File: src/rtl/translation_pkg.sv
// Shared types for the data-side translation path: memory-stage FSM states,
// exception codes, access sizes and the latched request record.
package translation_pkg;

  typedef enum logic [2:0] {
    S_IDLE,
    S_LOOKUP,
    S_ISSUE,
    S_WAIT_DATA,
    S_DONE,
    S_DRAIN
  } dmem_state_e;

  localparam logic [4:0] EXC_MOD  = 5'd1;
  localparam logic [4:0] EXC_TLBL = 5'd2;
  localparam logic [4:0] EXC_TLBS = 5'd3;
  localparam logic [4:0] EXC_ADEL = 5'd4;
  localparam logic [4:0] EXC_ADES = 5'd5;

  localparam logic [1:0] SZ_BYTE = 2'd0;
  localparam logic [1:0] SZ_HALF = 2'd1;
  localparam logic [1:0] SZ_WORD = 2'd2;

  typedef struct packed {
    logic [31:0] vaddr;
    logic        is_store;
    logic [1:0]  size;
    logic [31:0] wdata;
  } dmem_req_t;

  function automatic logic dmem_misaligned(input logic [1:0] size, input logic [1:0] addr_lo);
    case (size)
      SZ_HALF: return addr_lo[0];
      SZ_WORD: return addr_lo != 2'b00;
      default: return 1'b0;
    endcase
  endfunction

endpackage

File: src/rtl/dmem_strobe_gen.sv
// Byte-enable and lane-replicated store data from access size and address LSBs.
module dmem_strobe_gen (
  input  logic [1:0]  i_size,
  input  logic [1:0]  i_addr_lo,
  input  logic [31:0] i_wdata,
  output logic [3:0]  o_strobe,
  output logic [31:0] o_lane_data
);
  import translation_pkg::*;

  always_comb begin
    o_strobe    = 4'b1111;
    o_lane_data = i_wdata;
    case (i_size)
      SZ_BYTE: begin
        o_strobe    = 4'b0001 << i_addr_lo;
        o_lane_data = {4{i_wdata[7:0]}};
      end
      SZ_HALF: begin
        o_strobe    = 4'b0011 << {i_addr_lo[1], 1'b0};
        o_lane_data = {2{i_wdata[15:0]}};
      end
      default: ;
    endcase
  end

endmodule

File: src/rtl/dmem_access_ctrl.sv
// Memory-stage sequencer: TLB lookup, exception decision and one data-bus request per access.
// Optional DMEM_ADDR_ERR_EN: misaligned half/word accesses raise AdEL/AdES before translation.
module dmem_access_ctrl #(
  parameter bit BYPASS_UNMAPPED = 1'b1
) (
  input  logic        clk,
  input  logic        reset,
  input  logic        req_valid,
  input  logic [31:0] req_vaddr,
  input  logic        req_is_store,
  input  logic [1:0]  req_size,
  input  logic [31:0] req_wdata,
  input  logic        flush,
  output logic        stall,
  output logic        resp_valid,
  output logic [31:0] resp_rdata,
  output logic        resp_exc,
  output logic [4:0]  resp_exc_code,
  output logic [31:0] resp_badvaddr,
  output logic [31:0] d_vaddr,
  input  logic [31:0] d_paddr,
  input  logic        d_uncached,
  input  logic        d_mapped,
  input  logic        d_tlb_refill,
  input  logic        d_tlb_invalid,
  input  logic        d_tlb_modified,
  output logic        dbus_valid,
  output logic [31:0] dbus_addr,
  output logic        dbus_uncached,
  output logic [1:0]  dbus_size,
  output logic [3:0]  dbus_strobe,
  output logic [31:0] dbus_wdata,
  input  logic        dbus_addr_ok,
  input  logic        dbus_data_ok,
  input  logic [31:0] dbus_rdata
);
  import translation_pkg::*;

  dmem_state_e r_state, w_next;
  dmem_req_t   r_req;
  logic [31:0] r_paddr;
  logic [31:0] r_rdata;
  logic        r_uncached;
  logic        r_exc;
  logic [4:0]  r_exc_code;
  logic        r_killed;

  logic        w_accept;
  logic        w_stall;
  logic        w_dbus_valid;
  logic        w_resp_valid;
  logic        w_cap_xlate;
  logic        w_cap_rdata;
  logic        w_set_exc;
  logic        w_set_kill;
  logic [4:0]  w_exc_code;
  logic        w_misaligned;
  logic        w_busy;
  logic [3:0]  w_strobe;
  logic [31:0] w_lane;

`ifdef DMEM_ADDR_ERR_EN
  assign w_misaligned = dmem_misaligned(req_size, req_vaddr[1:0]);
`else
  assign w_misaligned = 1'b0;
`endif

  assign w_busy = (r_state != S_IDLE);

  always_comb begin
    w_next       = r_state;
    w_accept     = 1'b0;
    w_stall      = 1'b0;
    w_dbus_valid = 1'b0;
    w_resp_valid = 1'b0;
    w_cap_xlate  = 1'b0;
    w_cap_rdata  = 1'b0;
    w_set_exc    = 1'b0;
    w_set_kill   = 1'b0;
    w_exc_code   = '0;
    case (r_state)
      S_IDLE: begin
        if (req_valid && !flush && !reset) begin
          w_accept = 1'b1;
          w_stall  = 1'b1;
          if (w_misaligned) begin
            w_set_exc  = 1'b1;
            w_exc_code = req_is_store ? EXC_ADES : EXC_ADEL;
            w_next     = S_DONE;
          end else if (BYPASS_UNMAPPED && !d_mapped) begin
            // Unmapped segments translate combinationally, so capture now.
            w_cap_xlate = 1'b1;
            w_next      = S_ISSUE;
          end else begin
            w_next = S_LOOKUP;
          end
        end
      end
      S_LOOKUP: begin
        w_stall = 1'b1;
        if (flush) begin
          w_next = S_IDLE;
        end else begin
          w_cap_xlate = 1'b1;
          if (d_tlb_refill || d_tlb_invalid) begin
            w_set_exc  = 1'b1;
            w_exc_code = r_req.is_store ? EXC_TLBS : EXC_TLBL;
            w_next     = S_DONE;
          end else if (d_tlb_modified && r_req.is_store) begin
            w_set_exc  = 1'b1;
            w_exc_code = EXC_MOD;
            w_next     = S_DONE;
          end else begin
            w_next = S_ISSUE;
          end
        end
      end
      S_ISSUE: begin
        w_stall      = 1'b1;
        w_dbus_valid = 1'b1;
        w_set_kill   = flush;
        // A killed request still owns the bus until its address phase completes.
        if (dbus_addr_ok) begin
          if (r_killed || flush) begin
            w_next = dbus_data_ok ? S_IDLE : S_DRAIN;
          end else if (dbus_data_ok) begin
            w_cap_rdata = 1'b1;
            w_next      = S_DONE;
          end else begin
            w_next = S_WAIT_DATA;
          end
        end
      end
      S_WAIT_DATA: begin
        w_stall = 1'b1;
        if (flush) begin
          w_next = dbus_data_ok ? S_IDLE : S_DRAIN;
        end else if (dbus_data_ok) begin
          w_cap_rdata = 1'b1;
          w_next      = S_DONE;
        end
      end
      S_DONE: begin
        w_resp_valid = !flush;
        w_next       = S_IDLE;
      end
      S_DRAIN: begin
        w_stall = 1'b1;
        if (dbus_data_ok) begin
          w_next = S_IDLE;
        end
      end
      default: w_next = S_IDLE;
    endcase
  end

  always_ff @(posedge clk) begin
    if (reset) begin
      r_state <= S_IDLE;
    end else begin
      r_state <= w_next;
    end
  end

  always_ff @(posedge clk) begin
    if (reset) begin
      r_req      <= '0;
      r_paddr    <= '0;
      r_uncached <= 1'b0;
      r_exc      <= 1'b0;
      r_exc_code <= '0;
      r_rdata    <= '0;
      r_killed   <= 1'b0;
    end else begin
      if (w_accept) begin
        r_req.vaddr    <= req_vaddr;
        r_req.is_store <= req_is_store;
        r_req.size     <= req_size;
        r_req.wdata    <= req_wdata;
        r_exc          <= 1'b0;
        r_exc_code     <= '0;
        r_rdata        <= '0;
        r_killed       <= 1'b0;
      end
      if (w_cap_xlate) begin
        r_paddr    <= d_paddr;
        r_uncached <= d_uncached;
      end
      if (w_set_exc) begin
        r_exc      <= 1'b1;
        r_exc_code <= w_exc_code;
      end
      if (w_cap_rdata) begin
        r_rdata <= dbus_rdata;
      end
      if (w_set_kill) begin
        r_killed <= 1'b1;
      end
    end
  end

  dmem_strobe_gen u_strobe (
    .i_size      (r_req.size),
    .i_addr_lo   (r_req.vaddr[1:0]),
    .i_wdata     (r_req.wdata),
    .o_strobe    (w_strobe),
    .o_lane_data (w_lane)
  );

  assign d_vaddr       = reset ? '0 : (w_busy ? r_req.vaddr : req_vaddr);
  assign stall         = w_stall;
  assign resp_valid    = w_resp_valid;
  assign resp_exc      = w_resp_valid & r_exc;
  assign resp_exc_code = (w_resp_valid && r_exc) ? r_exc_code : '0;
  assign resp_badvaddr = (w_resp_valid && r_exc) ? r_req.vaddr : '0;
  assign resp_rdata    = w_resp_valid ? r_rdata : '0;
  assign dbus_valid    = w_dbus_valid;
  assign dbus_addr     = r_paddr;
  assign dbus_uncached = r_uncached;
  assign dbus_size     = r_req.size;
  assign dbus_strobe   = r_req.is_store ? w_strobe : 4'b0000;
  assign dbus_wdata    = w_lane;

endmodule

File: config.mk
export PLATFORM = sky130hd
export DESIGN_NAME = dmem_access_ctrl
export DESIGN_NICKNAME = d
export VERILOG_FILES = /design/src/rtl/translation_pkg.sv /design/src/rtl/dmem_strobe_gen.sv /design/src/rtl/dmem_access_ctrl.sv
export SDC_FILE = /design/constraint.sdc
export NUM_CORES = 1
export LEC_CHECK = 0
export ABC_AREA = 1
export ABC_CLOCK_PERIOD_IN_PS = 2100
export BUFFER_PORTS_ARGS = -buffer_cell sky130_fd_sc_hd__clkbuf_2
export CAP_MARGIN = 20
export CORE_ASPECT_RATIO = 0.6
export CORE_MARGIN = 1
export CORE_UTILIZATION = 45
export CTS_BUF_LIST = sky130_fd_sc_hd__clkbuf_4 sky130_fd_sc_hd__clkbuf_8 sky130_fd_sc_hd__clkbuf_16
export DETAILED_ROUTE_END_ITERATION = 10
export HOLD_SLACK_MARGIN = 0.1
export PLACE_DENSITY_LB_ADDON = 0.25
export SYNTH_ARGS = -nofsm -noshare
export SYNTH_HDL_FRONTEND = slang
export SYNTH_SLANG_ARGS = --single-unit
File: constraint.sdc
create_clock -name clk -period 2.1 [get_ports clk]
set_clock_uncertainty 0.2 [all_clocks]
set_input_delay 0.42 -clock clk [delete_from_list [all_inputs] [get_ports clk]]
set_output_delay 0.42 -clock clk [all_outputs]
set_load 0.02 [all_outputs]
==> flow_summary.toml <==
[yosys]
post_synthesis_instance_total = 933
synth-seq-cells = 139
synth_top_cells_by_area = "sky130_fd_sc_hd__dfxtp_1 (44%), sky130_fd_sc_hd__a21oi_1 (12%), sky130_fd_sc_hd__nand2_1 (9.8%), sky130_fd_sc_hd__o21ai_0 (8.8%), sky130_fd_sc_hd__nor2_1 (7.9%)"
synthTopCellsByCount = "sky130_fd_sc_hd__nand2_1 (167), sky130_fd_sc_hd__a21oi_1 (148), sky130_fd_sc_hd__dfxtp_1 (139), sky130_fd_sc_hd__nor2_1 (134), sky130_fd_sc_hd__o21ai_0 (112)"
asyncSetResetFlopFracSynth = 0
synth.most_common_cell = "sky130_fd_sc_hd__nand2_1"
synth_flop_cell = "sky130_fd_sc_hd__dfxtp_1"
post_synth_instance_area_um2 = 6380
yosys_warnings = 0
synthesis.area_per_instance_um2 = 6.84
post_synth_num_cell_types = 23
yosys.area.top_type = "sky130_fd_sc_hd__dfxtp_1"
synth_enable_flop_cells = 0
synth_largest_type_area_fraction = 0.436
seq_area_frac_synth = 0.436

[placed_design]
dpl_cell_area_um2 = 8130
place.port_buffers = 314
place.detailed.hpwl_um = 14100
post-place-ws_ns = -0.00611
gp_routability_congestion = 0.861

[clocking]
h_tree_level_count = 4
clk_path_buf_depth = 2
clock_buffers_created_by_tritoncts = 17
cts_tree = "built"
clockRootBuffer = "sky130_fd_sc_hd__clkbuf_16"
clkTransAtPathRegs_ns = 0.06
cts_num_sinks = 139
clock_insertion_delay_worst_skew_ns = 0.40

[floorplan]
rows = 33
fp.dieArea_um2 = 14700
chipWidth_um = 156
fp.dieH_um = 94.2
pin_count = 318
core_area_um2 = 13700
start_util = 0.464

[route]
drtAntennaViolNets = 0
detail_route.iter0.violations = 850
drtPass1Iterations = 6
totalWireLength_um = 25800
route.vias.total = 8246
drt_drc_violations_left = 0
avgRoutedWirePerCell_um = 16.7
vias_per_cell = 5.33

[timing]
maxSlewViolCount = 0
clock.fmax_mhz = 426
post-route-min-period_ns = 2.35
timing_hold_violations_final = 0
setup_viol = 100
fin_ws_ns = -0.246
grt_setup_unrepaired = "yes"
slew_headroom = 0.567
min_period_over_period = 1.12
timing.hold.ws_ns = 0.113
worst-slew-pin-transition_ns = 0.650

[final_layout]
fillerInstances = 898
drive_gt1_frac = 0.374
finish.instance_area_um2 = 10900
finish.net_count = 1483
area_delta_synth_final_pct = 70.8
antennaDiodeCount = 0

[critical_path]
biggest_cell_delay_along_the_critical_path_ns = 0.33
cp-start-kind = "flop"
critical_path_required_ns = 1.48
critical_path.max_fanout = 8
crit_path_cell_trace = "inv_2, nand2_4, nor3_4, inv_2, buf_6, buf_12, nor2_4, clkbuf_8"
worst-setup-path-type = "reg2out"
timing.critical_path.mode_cell = "sky130_fd_sc_hd__inv_2"
critPathSlowestCell = "sky130_fd_sc_hd__dfxtp_2"
crit_arrival_ns = 1.73
critPathCaptureType = "primary output"

[pwr]
totalPowerFinal_w = 0.00738
ratio_of_total_power_to_cell_area_nw_per_um2 = 678
ir_worst_vdd_v = 0.000571
p_leak_nw = 4.60

[global_routing]
grt.total_usage = 0.323
grt-ovfl-total = 0
global_route_wire_length_before_repair_um = 37500
grt_start_max_net_pins = 74
antenna_found_initial = 0
vias_in_the_first_global_route = 7662

[outcome]
status = "complete, but fails checks"
violated_checks = "setup timing"

[min_path]
hold_path_class = "in2reg"

[run]
timing.max_cap.violations = 0
sequential cells by signal (all words and copies together), names as in the netlist:
name           cells
dbus_size          2
r_rdata           32
r_exc              1
r_exc_code         2
r_killed           1
dbus_addr         32
r_state            3
dbus_uncached      1
r_req             65
final timing paths:
path                               from                         end  slack [ns]  cells after the start
max reg2reg     r_state[1]$_SDFFE_PP0P_      r_req[64]$_SDFFE_PP0P_        0.14                      8
min                       req_wdata[11]      r_req[11]$_SDFFE_PP0P_        0.11                      3
min reg2reg  dbus_addr[11]$_SDFFE_PP0P_  dbus_addr[11]$_SDFFE_PP0P_        0.26                      2
max             r_state[1]$_SDFFE_PP0P_              resp_rdata[16]       -0.25                      8
placed cells by master (no fill, tap or decap), types with 11 or more instances in the layout:
cell type and n:
sky130_fd_sc_hd__a21oi_1 132, sky130_fd_sc_hd__buf_4 77, sky130_fd_sc_hd__clkbuf_16 19, sky130_fd_sc_hd__clkbuf_2 199, sky130_fd_sc_hd__clkbuf_4 41, sky130_fd_sc_hd__clkbuf_8 26, sky130_fd_sc_hd__dfxtp_1 134, sky130_fd_sc_hd__dlygate4sd3_1 99
sky130_fd_sc_hd__inv_1 80, sky130_fd_sc_hd__nand2_1 158, sky130_fd_sc_hd__nand4_1 32, sky130_fd_sc_hd__nor2_1 105, sky130_fd_sc_hd__nor2_2 15, sky130_fd_sc_hd__nor2_4 17, sky130_fd_sc_hd__o21ai_0 75, sky130_fd_sc_hd__o21ai_1 11
sky130_fd_sc_hd__o21ai_2 20
per-stage QoR:
stage               setup TNS (ns)  utilization  cells
floorplan                    -2.07            -    935
global placement                 0        0.592   1391
detailed placement        -0.00611        0.592   1391
CTS                         -14.77        0.767   1538
global route                -24.23        0.792   1546
finish                      -14.37        0.792   1546
report_power, final:
| group | total, W | internal (W) | switching (W) |
|---|---|---|---|
| Clock | 0.00279 | 0.00157 | 0.00123 |
| Combinational | 0.00176 | 0.000753 | 0.00101 |
| Sequential | 0.00283 | 0.00276 | 0.0000700 |
cells by family (layout without fill, tap and decap cells):
| group | Yosys count | in the layout | share of synthesized area |
|---|---|---|---|
| AO/OA/AOI/OAI | 269 | 269 | 0.216 |
| buffers and inverters | 172 | 591 | 0.116 |
| flip-flops | 139 | 139 | 0.436 |
| other | 1 | 3 | 0.000588 |
| AND/OR/NAND/NOR | 352 | 352 | 0.231 |
worst max-delay path, delay by kind of cell, from the launching register on:
kind	cells	cell delay, ns
buffers and inverters	5	0.64
AND/OR/NAND/NOR	3	0.35
flip-flops	1	0.33
repair_timing:
action                                  CTS  global route
setup buffers                            12             5
resized for setup                       228           137
pin swaps                                 4             7
gates cloned                              4             4
endpoints found under the hold margin    99             0
endpoints found under the setup margin  120           140
hold buffers                             99             0
cell type report:
cell class              count  area (µm²)  area share
multi-input cells         624        3320       0.305
clock buffers              18         439      0.0403
flip-flops and latches    139        2800       0.257
inverters                  92         353      0.0324
repair buffers            467        3630       0.334
clock inverters            14         113      0.0103
well taps                 192         240      0.0221
per-layer routing:
layer	wire length [µm]	track usage	vias to the layer above	part of all wire
met2	12600	0.553	483	0.49
met1	10100	0.380	3834	0.39
met5	0	0	-	0
li1	-	-	3843	-
met3	2180	0.0766	86	0.084
met4	911	0.168	0	0.035
(Power assumes the default switching activity.)
